$ cat config.mk
export PLATFORM = sky130hd
export DESIGN_NAME = can_tx_frame_packer
export DESIGN_NICKNAME = d
export VERILOG_FILES = /design/src/rtl/can_tx_frame_packer.sv
export SDC_FILE = /design/constraint.sdc
export NUM_CORES = 1
export LEC_CHECK = 0
export CORE_UTILIZATION = 37
export CTS_BUF_LIST = sky130_fd_sc_hd__clkbuf_4 sky130_fd_sc_hd__clkbuf_8
export DETAILED_ROUTE_END_ITERATION = 10
export GPL_TIMING_DRIVEN = 0
export PLACE_DENSITY = 0.66
export SLEW_MARGIN = 20
export SYNTH_ARGS = -nofsm -noshare
export SYNTH_HDL_FRONTEND = slang
export SYNTH_SLANG_ARGS = --single-unit
$ cat constraint.sdc
create_clock -name clk -period 3.15 [get_ports clk]
set_clock_uncertainty 0.1 [all_clocks]
set_input_delay 0.63 -clock clk [delete_from_list [all_inputs] [get_ports clk]]
set_output_delay 0.63 -clock clk [all_outputs]
set_load 0.02 [all_outputs]
$ cat src/rtl/can_tx_frame_packer.sv
// Packs a tagged user byte stream into CAN data frames of up to 8 bytes.
// Drives the packet controller's start/done/acked handshake and retries un-ACKed frames a bounded number of times.
module can_tx_frame_packer #(
   parameter int MAX_RETRY     = 2,
   parameter int FLUSH_TIMEOUT = 1024
) (
   input  logic        clk,
   input  logic        rstn,
   input  logic        in_valid,
   output logic        in_ready,
   input  logic [7:0]  in_data,
   input  logic        in_last,
   input  logic [28:0] in_id,
   input  logic        in_ide,
   output logic        tx_start,
   output logic [28:0] tx_id,
   output logic        tx_ide,
   output logic [3:0]  tx_len,
   output logic [63:0] tx_data,
   input  logic        tx_done,
   input  logic        tx_acked,
   output logic        frame_sent,
   output logic        frame_dropped,
   output logic        busy
);

   typedef enum logic [1:0] {IDLE, COLLECT, SEND} state_t;

   // A zero timeout still needs a 1-bit counter so the declaration stays legal.
   localparam int FW = (FLUSH_TIMEOUT > 0) ? $clog2(FLUSH_TIMEOUT + 1) : 1;
   localparam logic [FW-1:0] FLUSH_LAST = FW'((FLUSH_TIMEOUT > 0) ? FLUSH_TIMEOUT - 1 : 0);
   localparam logic [3:0]    RETRY_MAX  = 4'(MAX_RETRY);

   state_t        state, state_nxt;
   logic [3:0]    cnt, retry_cnt;
   logic [FW-1:0] flush_cnt;
   logic          acc, close, flush_hit, nack_final;
   logic          in_ready_d, tx_start_d, busy_d, sent_d, drop_d;

   assign acc        = in_valid && in_ready;
   assign close      = acc && (in_last || (state == COLLECT && cnt == 4'd7));
   assign flush_hit  = (FLUSH_TIMEOUT != 0) && (state == COLLECT) && !acc && (flush_cnt == FLUSH_LAST);
   assign nack_final = tx_done && !tx_acked && (retry_cnt == RETRY_MAX);

   always_ff @(posedge clk) begin
      if (!rstn) state <= IDLE;
      else       state <= state_nxt;
   end

   always_comb begin
      state_nxt = state;
      case (state)
         IDLE:    if (acc) state_nxt = close ? SEND : COLLECT;
         COLLECT: if (close || flush_hit) state_nxt = SEND;
         SEND:    if (tx_done && (tx_acked || nack_final)) state_nxt = IDLE;
         default: state_nxt = IDLE;
      endcase
   end

   always_comb begin
      in_ready_d = (state_nxt != SEND);
      tx_start_d = (state_nxt == SEND);
      busy_d     = (state_nxt != IDLE);
      sent_d     = (state == SEND) && tx_done && tx_acked;
      drop_d     = (state == SEND) && nack_final;
   end

   always_ff @(posedge clk) begin
      if (!rstn) begin
         in_ready      <= 1'b0;
         tx_start      <= 1'b0;
         busy          <= 1'b0;
         frame_sent    <= 1'b0;
         frame_dropped <= 1'b0;
      end else begin
         in_ready      <= in_ready_d;
         tx_start      <= tx_start_d;
         busy          <= busy_d;
         frame_sent    <= sent_d;
         frame_dropped <= drop_d;
      end
   end

   always_ff @(posedge clk) begin
      if (!rstn) begin
         tx_id     <= '0;
         tx_ide    <= 1'b0;
         tx_len    <= '0;
         tx_data   <= '0;
         cnt       <= '0;
         retry_cnt <= '0;
         flush_cnt <= '0;
      end else begin
         case (state)
            IDLE: if (acc) begin
               tx_ide    <= in_ide;
               tx_id     <= in_ide ? in_id : {18'd0, in_id[10:0]};
               tx_data   <= {in_data, 56'd0};
               cnt       <= 4'd1;
               flush_cnt <= '0;
               retry_cnt <= '0;
               if (in_last) tx_len <= 4'd1;
            end
            COLLECT: begin
               retry_cnt <= '0;
               if (acc) begin
                  // Unused byte lanes are already zero, so OR-in at the byte offset.
                  tx_data   <= tx_data | ({in_data, 56'd0} >> {cnt[2:0], 3'b000});
                  cnt       <= (cnt == 4'd8) ? 4'd8 : cnt + 4'd1;
                  flush_cnt <= '0;
                  if (close) tx_len <= cnt + 4'd1;
               end else begin
                  flush_cnt <= flush_cnt + 1'b1;
                  if (flush_hit) tx_len <= cnt;
               end
            end
            SEND: if (tx_done && !tx_acked && retry_cnt != RETRY_MAX) retry_cnt <= retry_cnt + 4'd1;
            default: ;
         endcase
      end
   end

endmodule
Word level (Yosys, flattened, before mapping)
Index checks and enable logic that the tools add are counted.
{"block": "op_classes", "add_sub_neg": 3, "n_mux": 25, "n_reduce_logical": 26, "n_bitwise": 1, "shifts": 1, "n_eq_ne": 15}
{"operator": "$mux 64", "n": 2}
{"operator": "$pmux 64 s2", "n": 1}
{"operator": "$or 64x64->64", "n": 1}
{"operator": "$shr 64x6->64", "n": 1}
{"operator": "$mux 4", "n": 10}
{"operator": "$mux 29", "n": 1}
{"operator": "$mux 11", "n": 2}
{"operator": "$pmux 11 s2", "n": 1}
{"operator": "$pmux 4 s2", "n": 2}
{"operator": "$logic_and 1x1->1", "n": 12}
{"operator": "$pmux 4 s3", "n": 1}
{"operator": "$add 11x1->11 const B", "n": 1}
{"operator": "$eq 11x10->1 const B", "n": 1}
{"operator": "$add 4x1->4 const B", "n": 2}
{"operator": "$mux 2", "n": 4}
{"operator": "$ne 2x2->1 const B", "n": 4}
{"operator": "$ne 3x3->1 const B", "n": 2}
{"operator": "$pmux 2 s3", "n": 1}
{"operator": "$reduce_and 3->1", "n": 2}
{"operator": "$reduce_and 5->1", "n": 1}
{"operator": "$eq 2x2->1 const B", "n": 2}
{"operator": "$eq 4x2->1 const B", "n": 1}
{"operator": "$eq 4x3->1 const B", "n": 1}
{"operator": "$eq 4x4->1 const B", "n": 1}
{"operator": "9 further kinds", "n": 14}
{"block": "totals", "wordCells": 84, "inputBits": 44, "out_inout_bits": 103, "regBits": 124}

Logic depth before layout (Yosys ltp)
Gate-level depths: netlist of run 1.
{"block": "logic_depth", "ltp_word": 8, "ltp_mapped": 7}

Least setup slack after synthesis of run 1
No wires, ideal clock.
{"block": "synth_timing", "path_kind": "input -> register", "start": "input in_valid", "end": "register tx_id[11]", "stages": 6, "t_required_ns": 2.933, "path_buffers": 2, "setup_slack_ns": 1.213, "t_arrival_ns": 1.721, "setup_ns": 0.117, "path_cell_list": "nand2_2 or3_1 and2_0 buf_2 buf_6 a22o_1"}
{"block": "synth_between", "elab_chain_len": 2}
{"element": "from (decl)", "line": "9", "source": "input logic in_valid,"}
{"element": "$logic_and 1x1->1", "line": "40", "source": "assign acc = in_valid && in_ready;"}
{"element": "$reduce_and 2->1 (no source line)"}
{"element": "to (signal assigned)", "line": "97", "source": "tx_id <= in_ide ? in_id : {18'd0, in_id[10:0]};"}
{"element": "to (decl)", "line": "16", "source": "output logic [28:0] tx_id,"}
No other way between the ends.
A chain may end at the register's enable or synchronous reset.

Worst setup path in the final report of run 1
{"block": "layout_timing", "start": "input in_valid", "end": "register tx_id[22]"}
The elaborated chain is that of the path after synthesis.

==> results of run 1 <==
[worst max-delay path, delay by kind of cell]
family	cells	cell delay, ns
compound gates	1	0.15
buf+inv	3	1.03
simple gates	3	0.81
[final cells by class]
cell class,instances,area [sq um],area share
repair buffers,137,1370,0.208
inverters,4,15.0,0.00227
multi-input cells,338,1940,0.294
plain buffers,34,154,0.0233
clock inverters,12,161,0.0244
well taps,168,210,0.0318
clock buffers,20,269,0.0407
flip-flops and latches,124,2480,0.376
[where the power goes]
group	leakage [nW]	internal (W)	switching, W
registers	1.00	0.00160	0.0000225
logic	1.15	0.000147	0.000195
clock network	0.209	0.000840	0.000648
[kinds of logic (layout without fill, tap and decap cells)]
group           Yosys count  after routing  share of synthesized area
xor+xnor                  6              6                     0.0114
compound gates          137            137                      0.187
mux                       1              1                    0.00218
flops                   124            124                      0.541
fa+ha+maj                 5              5                     0.0136
simple gates            189            189                      0.209
buf+inv                  38            207                     0.0368
[metal layers]
metal	track usage	routed length (microns)	vias to the layer above
met4	0.0623	109	0
met5	0	0	-
li1	-	-	2050
met3	0.0802	947	13
met1	0.242	5550	1984
met2	0.342	6150	121
[synth_stat cells (5+ instances only)]
master | number | area share
nor2b_1 | 15 | 0.020
nor3_1 | 6 | 0.0065
ha_1 | 5 | 0.014
buf_2 | 14 | 0.015
a21oi_1 | 61 | 0.066
nand2_1 | 43 | 0.035
a22o_1 | 19 | 0.036
nand3_1 | 18 | 0.020
nor2_1 | 67 | 0.055
dfxtp_1 | 124 | 0.54
clkbuf_1 | 18 | 0.015
o21ai_0 | 20 | 0.022
a22oi_1 | 10 | 0.016
and3_1 | 5 | 0.0068
o31ai_1 | 5 | 0.0082
a21boi_0 | 14 | 0.023
[flip-flops by register name (all words and copies together) (netlist names)]
register / count
tx_ide: 1
tx_start: 1
in_ready: 1
retry_cnt: 4
busy: 1
cnt: 4
state: 2
tx_id: 29
tx_len: 4
frame_dropped: 1
frame_sent: 1
flush_cnt: 11
tx_data: 64
[metrics by stage]
stage / worst slack [ns] / util / instances
after global placement: 0.352 / 0.512 / 805
after floorplan: 1.21 / - / 500
after detailed placement: 0.359 / 0.512 / 805
after CTS: 0.805 / 0.548 / 837
after global routing: 0.605 / 0.548 / 837
final: 0.794 / 0.548 / 837
[layout by cell type (no fill, tap or decap), types with 4 or more instances in the layout]
cell type and count:
clkdlybuf4s50_1 137, dfxtp_1 124, nor2_1 67, a21oi_1 61, nand2_1 43, o21ai_0 20, a22o_1 19, clkbuf_8 19
clkbuf_1 18, nand3_1 18, nor2b_1 15, buf_2 14, a21boi_0 14, a22oi_1 10, nor3_1 6, and3_1 5
o31ai_1 5, ha_1 5, inv_1 4, nand3b_1 4
[final timing paths]
path / cells after the start / to
min: 1 / tx_ide
max: 7 / tx_id[22]
min reg2reg: 1 / tx_ide
max reg2reg: 5 / tx_len[0]
==> flow_summary.json, run 1 <==
{
  "cpPeakStageDelay_ns": 0.57,
  "hpwl_microns": 9140,
  "syn_inst": 500,
  "yosysWarnings": 0,
  "tightest_slew_ns": 0.761,
  "drc": 0,
  "critPathKind": "in2reg",
  "cts_buffers": 17,
  "num-fill-cells": 1084,
  "outcome": "finished clean",
  "cts_resized": 0,
  "synth_top_flop_cell": "dfxtp_1",
  "die_area_sq_um": 12900,
  "synth_edf_count": 0,
  "yosysUniqueCellTypes": 49,
  "root_buffer": "clkbuf_8",
  "cts_tree": "yes",
  "setup_viol": 0,
  "slew_headroom": 0.489,
  "hold_buffers": 0,
  "cp-startpoint": "in_valid",
  "critPathRequiredTime_ns": 3.42,
  "hp-start": "tx_ide",
  "async_reset_ff_frac": 0,
  "vias": 4168,
  "antenna_found_initial": 0,
  "rr_startpoint": "flush_cnt[0]",
  "whs_ns": 0.363,
  "synth-seq-cells": 124,
  "syn_area_per_cell_sq_um": 9.18,
  "cellLeakagePower_nw": 2.37,
  "gp_congestion": 0.826,
  "cp-end-kind": "flop",
  "first_iter_violations": 183,
  "antennaDiodeCount": 0,
  "cts.reportedPaths.clkPinSlew_ns": 0.08,
  "layout-drive-gt1-share": 0.0897,
  "fin_tns_setup_ns": 0,
  "pwr_density_cell_nw_per_um2": 523,
  "grt_pass1_vias": 4062,
  "die_x_microns": 113,
  "clockBufferDepth": 2,
  "path_max_fanout": 10,
  "grt_max_degree": 17,
  "ios": 147,
  "ant_nets": 0,
  "num_rows": 40,
  "area_growth_pct": 43.8,
  "htreeDepth": 4,
  "viasPerCell": 4.98,
  "hold_class": "reg2reg",
  "reg2reg_slack_ns": 0.82,
  "placed_area_sq_um": 6170,
  "finalNetCount": 705,
  "track_usage": 0.204,
  "clock-sinks": 124,
  "max_freq_mhz": 425,
  "peakVddDrop_mv": 0.331,
  "fin_area_sq_um": 6600,
  "period_share": 0.748,
  "first_pass_iters": 7,
  "period_minus_slack_ns": 2.36,
  "finalHoldViolCount": 0,
  "grt_pass1_wl_microns": 20500,
  "synth_fp_nets": 549,
  "power_w": 0.00345,
  "maxSlewViolCount": 0,
  "syn_area_sq_um": 4590,
  "crit_path_start_kind": "primary input",
  "portBuffers": 137,
  "cpMaxStageDelayCell": "clkdlybuf4s50_1",
  "rsz0062_at_grt": "no",
  "crit_path_frequent_cell": "buf_2",
  "drv_cap": 0,
  "wire_per_inst_microns": 15.2,
  "post-cts-setup-buffer-count": 0,
  "worstPathArrival_ns": 2.63,
  "wl_microns": 12800,
  "crit_chain": "clkdlybuf4s50_1 -> nand2_2 -> nor3_1 -> and3_1 -> buf_2 -> buf_2 -> a22o_1",
  "core_sq_um": 12100,
  "overflow": 0,
  "dieHeight_microns": 113,
  "clock_latency_ns": 0.43,
  "yosysSeqAreaShare": 0.541,
  "start_util": 0.381
}
(Power assumes the default switching activity.)
==> run 2: changes to the inputs <==
==> constraint.sdc (replaced) <==
create_clock -name clk -period 2.4 [get_ports clk]
set_clock_uncertainty 0.1 [all_clocks]
set_input_delay 0.48 -clock clk [delete_from_list [all_inputs] [get_ports clk]]
set_output_delay 0.48 -clock clk [all_outputs]
set_load 0.02 [all_outputs]
==> run 2 against run 1 <==
  * Design area is 0.13% higher
  * Count of clock-buffer cells in the layout stayed put
  * Utilization is 0.073 points higher
  * Sequential power is 31% higher
  * Wire length is 0.10% lower
  * First-iteration DRC count is 18% higher
  * Clock power is 31% higher
  * Register-to-register slack worse by 0.61 ns
  * Worst hold slack hardly changed
  * Combinational power is 31% higher
  * Via count is 0.22% higher
==> flow_summary.json, run 2 (synthesized netlist as in run 1, its figures left out) <==
{
  "largest_reg_flops": 64,
  "wl_microns": 12700,
  "htreeDepth": 4,
  "die_area_sq_um": 12900,
  "setup_viol": 0,
  "top_register": "tx_data",
  "layout-drive-gt1-share": 0.0897,
  "hold_class": "reg2reg",
  "layout_common_cells": "clkdlybuf4s50_1 (137), dfxtp_1 (124), nor2_1 (67)",
  "dieHeight_microns": 113,
  "finalNetCount": 705,
  "hpwl_microns": 9140,
  "power_w": 0.00453,
  "tightest_slew_ns": 0.761,
  "reg_top3": "tx_data: 64 flops, tx_id: 29 flops, flush_cnt: 11 flops",
  "fin_tns_setup_ns": 0,
  "clock-sinks": 124,
  "drc": 0,
  "outcome": "finished clean",
  "viasPerCell": 4.99,
  "portBuffers": 137,
  "cts_tree": "yes",
  "grt_pass1_vias": 4062,
  "die_x_microns": 113,
  "root_buffer": "clkbuf_8",
  "cts.reportedPaths.clkPinSlew_ns": 0.08,
  "grt_max_degree": 17,
  "placed_area_sq_um": 6170,
  "ant_nets": 0,
  "track_usage": 0.204,
  "first_iter_violations": 216,
  "period_minus_slack_ns": 2.22,
  "num_rows": 40,
  "whs_ns": 0.363,
  "slew_headroom": 0.489,
  "period_share": 0.925,
  "final_common_cell": "clkdlybuf4s50_1",
  "start_util": 0.381,
  "clock_latency_ns": 0.42,
  "cp-end-kind": "flop",
  "path_max_fanout": 10,
  "wire_per_inst_microns": 15.2,
  "drv_cap": 0,
  "first_pass_iters": 4,
  "cts_buffers": 17,
  "critPathRequiredTime_ns": 2.67,
  "antennaDiodeCount": 0,
  "worstPathArrival_ns": 2.49,
  "max_freq_mhz": 450,
  "crit_path_start_kind": "primary input",
  "fin_area_sq_um": 6610,
  "cellLeakagePower_nw": 2.37,
  "pwr_density_cell_nw_per_um2": 685,
  "critPathKind": "in2reg",
  "antenna_found_initial": 0,
  "vias": 4177,
  "overflow": 0,
  "finalHoldViolCount": 0,
  "hold_buffers": 0,
  "gp_congestion": 0.826,
  "maxSlewViolCount": 0,
  "peakVddDrop_mv": 0.435,
  "core_sq_um": 12100,
  "ios": 147,
  "clockBufferDepth": 2,
  "grt_pass1_wl_microns": 20500,
  "area_growth_pct": 44.0
}
==> run 2: final cells by class <==
type / instances / area, sq um
clock buffer: 20 / 269
buffer: 34 / 154
fill: 1082 / 5450
inverter: 4 / 15.0
tap: 168 / 210
timing repair buffer: 137 / 1370
clock inverter: 12 / 161
multi-input combinational: 338 / 1950
sequential: 124 / 2480
==> run 2: per-stage QoR <==
step | utilization | setup slack [ns] | instances
final | 0.548 | 0.180 | 837
after global routing | 0.548 | -0.00108 | 837
after CTS | 0.548 | 0.156 | 837
after detailed placement | 0.512 | -0.241 | 805
after global placement | 0.512 | -0.248 | 805
after floorplan | - | 0.531 | 500
==> run 2: final timing paths <==
kind | start | to | slack, ns | cells past startpoint
worst min-delay path | tx_ide | tx_ide | 0.36 | 1
worst max-delay path | in_valid | tx_id[22] | 0.18 | 7
worst min register to register | tx_ide | tx_ide | 0.36 | 1
worst max register to register | flush_cnt[0] | tx_len[0] | 0.21 | 5
==> run 2: where the power goes <==
| group | leakage, nW | internal [W] | switching, W | total (W) |
|---|---|---|---|---|
| Sequential | 1.00 | 0.00210 | 0.0000297 | 0.00213 |
| Clock | 0.209 | 0.00110 | 0.000847 | 0.00195 |
| Combinational | 1.15 | 0.000192 | 0.000255 | 0.000448 |
| Total | 2.37 | 0.00340 | 0.00113 | 0.00453 |
==> run 2: what timing repair did <==
action / CTS / global route
endpoints found under the setup margin: 0 / 1
setup buffers: 0 / 0
resized for setup: 0 / 1
==> run 2: layer usage <==
layer	up-vias	wire length, microns	track usage
li1	2052	-	-
met1	1997	5550	0.242
met2	113	6140	0.342
met3	15	894	0.0802
met4	0	159	0.0623
met5	-	0	0
==> run 2: worst max-delay path: stages <==
cell             delay (ns)
clkdlybuf4s50_1        0.57
nand2_2                0.17
nor3_1                 0.44
and3_1                 0.22
buf_2                  0.21
buf_2                  0.25
a22o_1                 0.15
